`config.mk`:
```
export PLATFORM = sky130hd
export DESIGN_NAME = uart_frame_rx
export DESIGN_NICKNAME = d
export VERILOG_FILES = /design/src/rtl/uart_frame_rx.sv
export SDC_FILE = /design/constraint.sdc
export NUM_CORES = 1
export LEC_CHECK = 0
export ABC_CLOCK_PERIOD_IN_PS = 2200
export BUFFER_PORTS_ARGS = -buffer_cell sky130_fd_sc_hd__buf_4
export CORE_MARGIN = 2
export CORE_UTILIZATION = 50
export CTS_BUF_LIST = sky130_fd_sc_hd__clkbuf_16
export DETAILED_ROUTE_END_ITERATION = 10
export HOLD_SLACK_MARGIN = 0.03
export PLACE_DENSITY = 0.71
export SYNTH_ARGS = -nofsm -noshare
export SYNTH_HDL_FRONTEND = slang
export SYNTH_SLANG_ARGS = --single-unit
```
`constraint.sdc`:
```
create_clock -name CLK -period 2.2 [get_ports CLK]
set_clock_uncertainty 0.1 [all_clocks]
set_input_delay 0.22 -clock CLK [delete_from_list [all_inputs] [get_ports CLK]]
set_output_delay 0.22 -clock CLK [all_outputs]
set_load 0.005 [all_outputs]
```
`src/rtl/uart_frame_rx.sv`:
```
// uart_frame_rx
// Receive side of the framed UART link. The serial line is oversampled at
// FREQ_COEF system clocks per bit, characters are deserialised LSB first,
// and the opt/len/payload message is reassembled into one parallel word.
//
// Ports:
//   CLK        system clock
//   RST        synchronous, active-high reset
//   in_bit     asynchronous serial line, idle high
//   full_data  reassembled message {opt, len, payload}, held until next message
//   out_valid  one-cycle pulse, full_data has just been updated
//   err        one-cycle pulse, message aborted
//   err_code   abort reason (1 framing, 2 length, 3 timeout), held until next err
module uart_frame_rx #(
    parameter int FULL_DATA_SIZE = 40,
    parameter int BYTE_SIZE      = 8,
    parameter int FREQ_COEF      = 4,
    parameter int TIMEOUT_BITS   = 16
) (
    input  logic                      CLK,
    input  logic                      RST,
    input  logic                      in_bit,
    output logic [FULL_DATA_SIZE-1:0] full_data,
    output logic                      out_valid,
    output logic                      err,
    output logic [1:0]                err_code
);

    localparam int NBYTES     = FULL_DATA_SIZE / BYTE_SIZE;
    localparam int PAY_W      = (NBYTES - 2) * BYTE_SIZE;
    localparam int BAUD_W     = $clog2(FREQ_COEF);
    localparam int BIT_W      = $clog2(BYTE_SIZE);
    localparam int IDLE_LIMIT = TIMEOUT_BITS * FREQ_COEF;
    localparam int IDLE_W     = $clog2(IDLE_LIMIT);

    localparam logic [BAUD_W-1:0]    HALF_LAST = BAUD_W'(FREQ_COEF / 2 - 1);
    localparam logic [BAUD_W-1:0]    FULL_LAST = BAUD_W'(FREQ_COEF - 1);
    localparam logic [BIT_W-1:0]     BIT_LAST  = BIT_W'(BYTE_SIZE - 1);
    localparam logic [BYTE_SIZE-1:0] MAX_PAY   = BYTE_SIZE'(NBYTES - 2);
    localparam logic [IDLE_W-1:0]    IDLE_LAST = IDLE_W'(IDLE_LIMIT - 1);

    localparam logic [1:0] ERR_FRAME   = 2'd1;
    localparam logic [1:0] ERR_LEN     = 2'd2;
    localparam logic [1:0] ERR_TIMEOUT = 2'd3;

    typedef enum logic [1:0] {C_IDLE, C_START, C_DATA, C_STOP} c_state_t;
    typedef enum logic [1:0] {M_OPT, M_LEN, M_PAY} m_state_t;

    logic [1:0]                sync_r;
    logic                      line_s;

    c_state_t                  c_state_r, c_state_n;
    logic [BAUD_W-1:0]         baud_r, baud_n;
    logic [BIT_W-1:0]          bit_r, bit_n;
    logic [BYTE_SIZE-1:0]      byte_r, byte_n;
    logic                      start_det_s;
    logic                      byte_acc_s;
    logic                      frame_err_s;

    m_state_t                  m_state_r, m_state_n;
    logic [FULL_DATA_SIZE-1:0] stage_r, stage_n;
    logic [BYTE_SIZE-1:0]      pay_cnt_r, pay_cnt_n;
    logic [IDLE_W-1:0]         idle_cnt_r, idle_cnt_n;
    logic                      done_s;
    logic                      err_det_s;
    logic [1:0]                err_code_s;

    assign line_s = sync_r[1];

    // Two-flop synchroniser for the asynchronous serial input.
    always_ff @(posedge CLK) begin
        if (RST) begin
            sync_r <= 2'b11;
        end else begin
            sync_r <= {sync_r[0], in_bit};
        end
    end

    // Character FSM state and bit-timing registers.
    always_ff @(posedge CLK) begin
        if (RST) begin
            c_state_r <= C_IDLE;
            baud_r    <= '0;
            bit_r     <= '0;
            byte_r    <= '0;
        end else begin
            c_state_r <= c_state_n;
            baud_r    <= baud_n;
            bit_r     <= bit_n;
            byte_r    <= byte_n;
        end
    end

    // Character FSM: start qualification at mid-bit, data sampling, stop check.
    always_comb begin
        c_state_n   = c_state_r;
        baud_n      = baud_r;
        bit_n       = bit_r;
        byte_n      = byte_r;
        start_det_s = 1'b0;
        byte_acc_s  = 1'b0;
        frame_err_s = 1'b0;
        case (c_state_r)
            C_IDLE: begin
                if (!line_s) begin
                    start_det_s = 1'b1;
                    c_state_n   = C_START;
                    baud_n      = '0;
                    bit_n       = '0;
                end else begin
                    c_state_n = C_IDLE;
                end
            end
            C_START: begin
                if (baud_r == HALF_LAST) begin
                    baud_n = '0;
                    // A start bit that is gone by mid-bit was only a glitch.
                    if (line_s) begin
                        c_state_n = C_IDLE;
                    end else begin
                        c_state_n = C_DATA;
                    end
                end else begin
                    baud_n = baud_r + BAUD_W'(1);
                end
            end
            C_DATA: begin
                if (baud_r == FULL_LAST) begin
                    baud_n = '0;
                    byte_n = {line_s, byte_r[BYTE_SIZE-1:1]};
                    if (bit_r == BIT_LAST) begin
                        c_state_n = C_STOP;
                    end else begin
                        bit_n = bit_r + BIT_W'(1);
                    end
                end else begin
                    baud_n = baud_r + BAUD_W'(1);
                end
            end
            C_STOP: begin
                if (baud_r == FULL_LAST) begin
                    baud_n = '0;
                    // Returning to idle mid stop bit lets a back-to-back start edge be seen.
                    c_state_n = C_IDLE;
                    if (line_s) begin
                        byte_acc_s = 1'b1;
                    end else begin
                        frame_err_s = 1'b1;
                    end
                end else begin
                    baud_n = baud_r + BAUD_W'(1);
                end
            end
            default: begin
                c_state_n = C_IDLE;
            end
        endcase
    end

    // Message FSM state, staging word, payload and idle counters.
    always_ff @(posedge CLK) begin
        if (RST) begin
            m_state_r  <= M_OPT;
            stage_r    <= '0;
            pay_cnt_r  <= '0;
            idle_cnt_r <= '0;
        end else begin
            m_state_r  <= m_state_n;
            stage_r    <= stage_n;
            pay_cnt_r  <= pay_cnt_n;
            idle_cnt_r <= idle_cnt_n;
        end
    end

    // Message FSM: opt/len/payload assembly, length check and inter-byte timeout.
    always_comb begin
        m_state_n  = m_state_r;
        stage_n    = stage_r;
        pay_cnt_n  = pay_cnt_r;
        idle_cnt_n = idle_cnt_r;
        done_s     = 1'b0;
        err_det_s  = 1'b0;
        err_code_s = 2'd0;
        if (frame_err_s) begin
            err_det_s  = 1'b1;
            err_code_s = ERR_FRAME;
            m_state_n  = M_OPT;
            idle_cnt_n = '0;
        end else if (byte_acc_s) begin
            idle_cnt_n = '0;
            case (m_state_r)
                M_OPT: begin
                    // Clearing here guarantees no stale payload from a longer message.
                    stage_n = '0;
                    stage_n[FULL_DATA_SIZE-1 -: BYTE_SIZE] = byte_r;
                    m_state_n = M_LEN;
                end
                M_LEN: begin
                    stage_n[FULL_DATA_SIZE-BYTE_SIZE-1 -: BYTE_SIZE] = byte_r;
                    if (byte_r > MAX_PAY) begin
                        err_det_s  = 1'b1;
                        err_code_s = ERR_LEN;
                        m_state_n  = M_OPT;
                    end else if (byte_r == '0) begin
                        done_s    = 1'b1;
                        m_state_n = M_OPT;
                    end else begin
                        pay_cnt_n = byte_r;
                        m_state_n = M_PAY;
                    end
                end
                M_PAY: begin
                    // Shift keeps the payload low-justified, first byte most significant.
                    stage_n[PAY_W-1:0]     = stage_r[PAY_W-1:0] << BYTE_SIZE;
                    stage_n[BYTE_SIZE-1:0] = byte_r;
                    pay_cnt_n = pay_cnt_r - BYTE_SIZE'(1);
                    if (pay_cnt_r == BYTE_SIZE'(1)) begin
                        done_s    = 1'b1;
                        m_state_n = M_OPT;
                    end else begin
                        m_state_n = M_PAY;
                    end
                end
                default: begin
                    m_state_n = M_OPT;
                end
            endcase
        end else if (m_state_r == M_OPT) begin
            idle_cnt_n = '0;
        end else if (c_state_r == C_IDLE) begin
            if (start_det_s) begin
                idle_cnt_n = '0;
            end else if (idle_cnt_r == IDLE_LAST) begin
                err_det_s  = 1'b1;
                err_code_s = ERR_TIMEOUT;
                m_state_n  = M_OPT;
                idle_cnt_n = '0;
            end else begin
                idle_cnt_n = idle_cnt_r + IDLE_W'(1);
            end
        end else begin
            idle_cnt_n = idle_cnt_r;
        end
    end

    // Registered outputs: completion and abort pulses, held word and reason.
    always_ff @(posedge CLK) begin
        if (RST) begin
            full_data <= '0;
            out_valid <= 1'b0;
            err       <= 1'b0;
            err_code  <= 2'd0;
        end else begin
            out_valid <= done_s;
            err       <= err_det_s;
            if (done_s) begin
                full_data <= stage_n;
            end
            if (err_det_s) begin
                err_code <= err_code_s;
            end
        end
    end

endmodule

```
==> flow_summary.yaml <==
sta:
  fin_crit_sh_pct: 95.4
  worst_slew_pin_slew_ps: 773
  max_freq_ghz: 0.476
  drv_slew: 0
  setup_ws_ps: 101
  setup_viol: 0
  finalHoldViolations: 0
  finalHoldWorstSlack_ps: 248
  rsz0062_at_grt: "no"
  slew_headroom_pct: 48.5
  fin_crit_ps: 2100
drt:
  wirelength_um: 13800
  antenna_left: 0
  num_vias: 5002
  drc: 0
  dr.pass1.iters: 5
  drt_iter0_markers: 264
  wl_per_cell_um: 16.1
  vias_per_cell: 5.82
outcome:
  outcome: "complete, no violations"
job:
  cap_violations: 0
critical_path:
  path_max_fanout: 41
  worstPathArrival_ps: 2290
  reg2reg_depth: 7
  worstPathRequired_ps: 2390
  crit_path_end_kind: "register"
  crit_type: "reg2reg"
  startpoint_type: "register"
final_layout:
  final_nets: 722
  layout.cells.non_filler: 860
  drive_above_1_share_pct: 20.8
  area_delta_synth_final_pct: 24.6
  fillers: 897
  n_antenna_cell: 0
  final_area_um2: 6880
floorplanning:
  start_util_pct: 51.1
  dieArea_um2: 11900
  die_h_um: 109
  fp.dieW_um: 109
  rows: 38
  ios: 47
  core_um2: 10800
clock_tree:
  htreeDepth: 4
  cts_root_buffer: "clkbuf_16"
  clock-sinks: 117
  cts_made_buffers: 17
  cts_tree: "built"
  cts_buffer_depth: 2
  cts.clk_slew.worst_paths_ps: 50
  worstSkewPairLatency_ps: 420
  post_cts_buffers: 0
logic_synthesis:
  yosysTopAreaCell: "dfxtp_1"
  ys_warn_count: 0
  yosys.area.top_type_share_pct: 42.4
  syn_inst: 653
  synth_top_family_by_area: "compound AO/OA/AOI/OAI gates"
  synth_mux_area_share_pct: 3.72
  synth_edf_count: 0
  syn_area_um2: 5520
  synth_area_leaders: "dfxtp_1 (42%), a211oi_1 (6.7%), a21oi_1 (4.8%), nor2_1 (4.3%), clkbuf_1 (4.1%)"
  yosys.area_share.simple_pct: 17.3
  synth_compound_area_share_pct: 25.8
  synth_area_per_cell_um2: 8.45
  ys.flop_type: "dfxtp_1"
  ys_ff_latch: 117
  synth-adder-area-share_pct: 2.72
  synth-xor-area-share_pct: 0
  ys_types: 52
  async_reset_ff_share_pct: 0
  synth-seq-area-share_pct: 42.4
  synthesis.nets: 668
grt:
  grt_max_degree: 75
  grt_pass1_wl_um: 23000
  grt_overflow: 0
  gr-usage-all-layers_pct: 24.7
  antenna_found_initial: 0
  grt_pass1_vias: 4837
placement:
  post-place-cells: 827
  portBuffers: 46
  place_ws_ps: -76.9
  placed_area_um2: 6230
  place_congestion: 0.825
  dp_hpwl_um: 8920
power_and_ir_drop:
  powerDensity_nw_per_um2: 743
  max-vdd-ir-drop_v: 0.000532
  leakage_nw: 2.53
worst_hold_path:
  min_path_cells: 2
  hp-class: "in2reg"
## layer usage
| metal | vias up | wire (µm) | part of all wire (%) | global-route usage, % |
|---|---|---|---|---|
| met2 | 141 | 6780 | 49 | 42.1 |
| met5 | - | 0 | 0 | 0 |
| li1 | 2443 | - | - | - |
| met1 | 2394 | 6080 | 44 | 29.6 |
| met3 | 24 | 632 | 4.6 | 4.90 |
| met4 | 0 | 330 | 2.4 | 11.8 |
## cells by family after synthesis
family                     count (synthesis)
AOI/OAI and AO/OA                        201
adders and majority gates                 12
buffers and inverters                    114
DFF                                      117
muxes                                     18
and+or+nand+nor                          191
## power by group
part	total [mW]	internal (mW)	switching [mW]	leakage, nW
Sequential	2.13	2.13	0.00318	0.943
Clock	2.90	1.97	0.934	0.307
Combinational	0.0785	0.0263	0.0522	1.28
Total	5.11	4.12	0.989	2.53
## worst max-delay path, stage by stage, from the launching register on
cell and delay [ps]:
dfxtp_1 310, nor4_1 310, buf_4 180, nand4_1 150, buf_12 220, a2111oi_1 470
buf_4 190, a211oi_1 40
## state kept, by name, summed over array words and instances (netlist names), 2 cells and up, named ones only
signal,count
full_data,40
sync_r,2
m_state_r,2
idle_cnt_r,6
baud_r,2
pay_cnt_r,8
byte_r,8
err_code,2
stage_r,40
bit_r,3
## placed cells by master (no fill, tap or decap), drive strengths merged, types with 2 or more instances in the layout
| cell | n |
|---|---|
| dfxtp | 117 |
| buf | 99 |
| nor2 | 63 |
| a21oi | 53 |
| inv | 51 |
| a211oi | 49 |
| nand2 | 32 |
| and2 | 27 |
| a21boi | 27 |
| nand3 | 25 |
| a2111oi | 24 |
| clkbuf | 17 |
| ha | 12 |
| a22oi | 10 |
| mux2 | 10 |
| a221oi | 9 |
| or2 | 7 |
| nor2b | 7 |
| o31ai | 7 |
| mux2i | 7 |
| clkinv | 7 |
| o21ai | 5 |
| bufinv | 5 |
| nor3 | 4 |
| a31oi | 4 |
| nand4b | 4 |
| nor4 | 4 |
| nand4 | 3 |
| or3b | 2 |
| nand2b | 2 |
| nor3b | 2 |
| or3 | 2 |
| o2111ai | 2 |
| nand3b | 2 |
| or4 | 2 |
## cell usage after synthesis, drive strengths merged (4+ instances only)
library cell,count
and2,27
nand2,32
nor3,4
a31oi,4
nor2b,7
or2,7
a22oi,10
mux2,10
dfxtp,117
nor4,4
nand3,25
buf,4
ha,12
a21oi,53
a2111oi,24
inv,49
a221oi,9
o31ai,7
nor2,63
o21ai,5
nand4b,4
a21boi,27
mux2i,7
clkbuf,61
a211oi,49
## cell type report
class | instances | area (µm²) | area share, %
inverters | 49 | 184 | 2.67
clock inverters | 15 | 194 | 2.82
clock buffers | 17 | 425 | 6.19
multi-input cells | 422 | 2750 | 40.0
flip-flops and latches | 117 | 2340 | 34.1
repair buffers | 100 | 803 | 11.7
well taps | 140 | 175 | 2.55
## repair_timing
item	CTS	global route
endpoints found under the setup margin	3	42
cloned	0	0
endpoints found under the hold margin	1	0
gates resized for setup	3	8
hold buffers	1	0
pin swaps	0	1
## path summary, 6_finish.rpt
kind,start,end,slack (ps)
max,pay_cnt_r[7],full_data[10],100
max reg2reg,pay_cnt_r[7],full_data[10],100
min reg2reg,sync_r[0],sync_r[1],310
min,RST,byte_r[4],250
## per-stage QoR
step                setup TNS (ps)  total power, mW  utilization (%)
floorplan                        0             2.22                -
global placement                 0             2.25             57.7
detailed placement            -104             2.25             57.7
CTS                              0             5.15             63.6
global route                     0             5.26             63.7
finish                           0             5.11             63.7
Power figures use the tool's default switching activity.
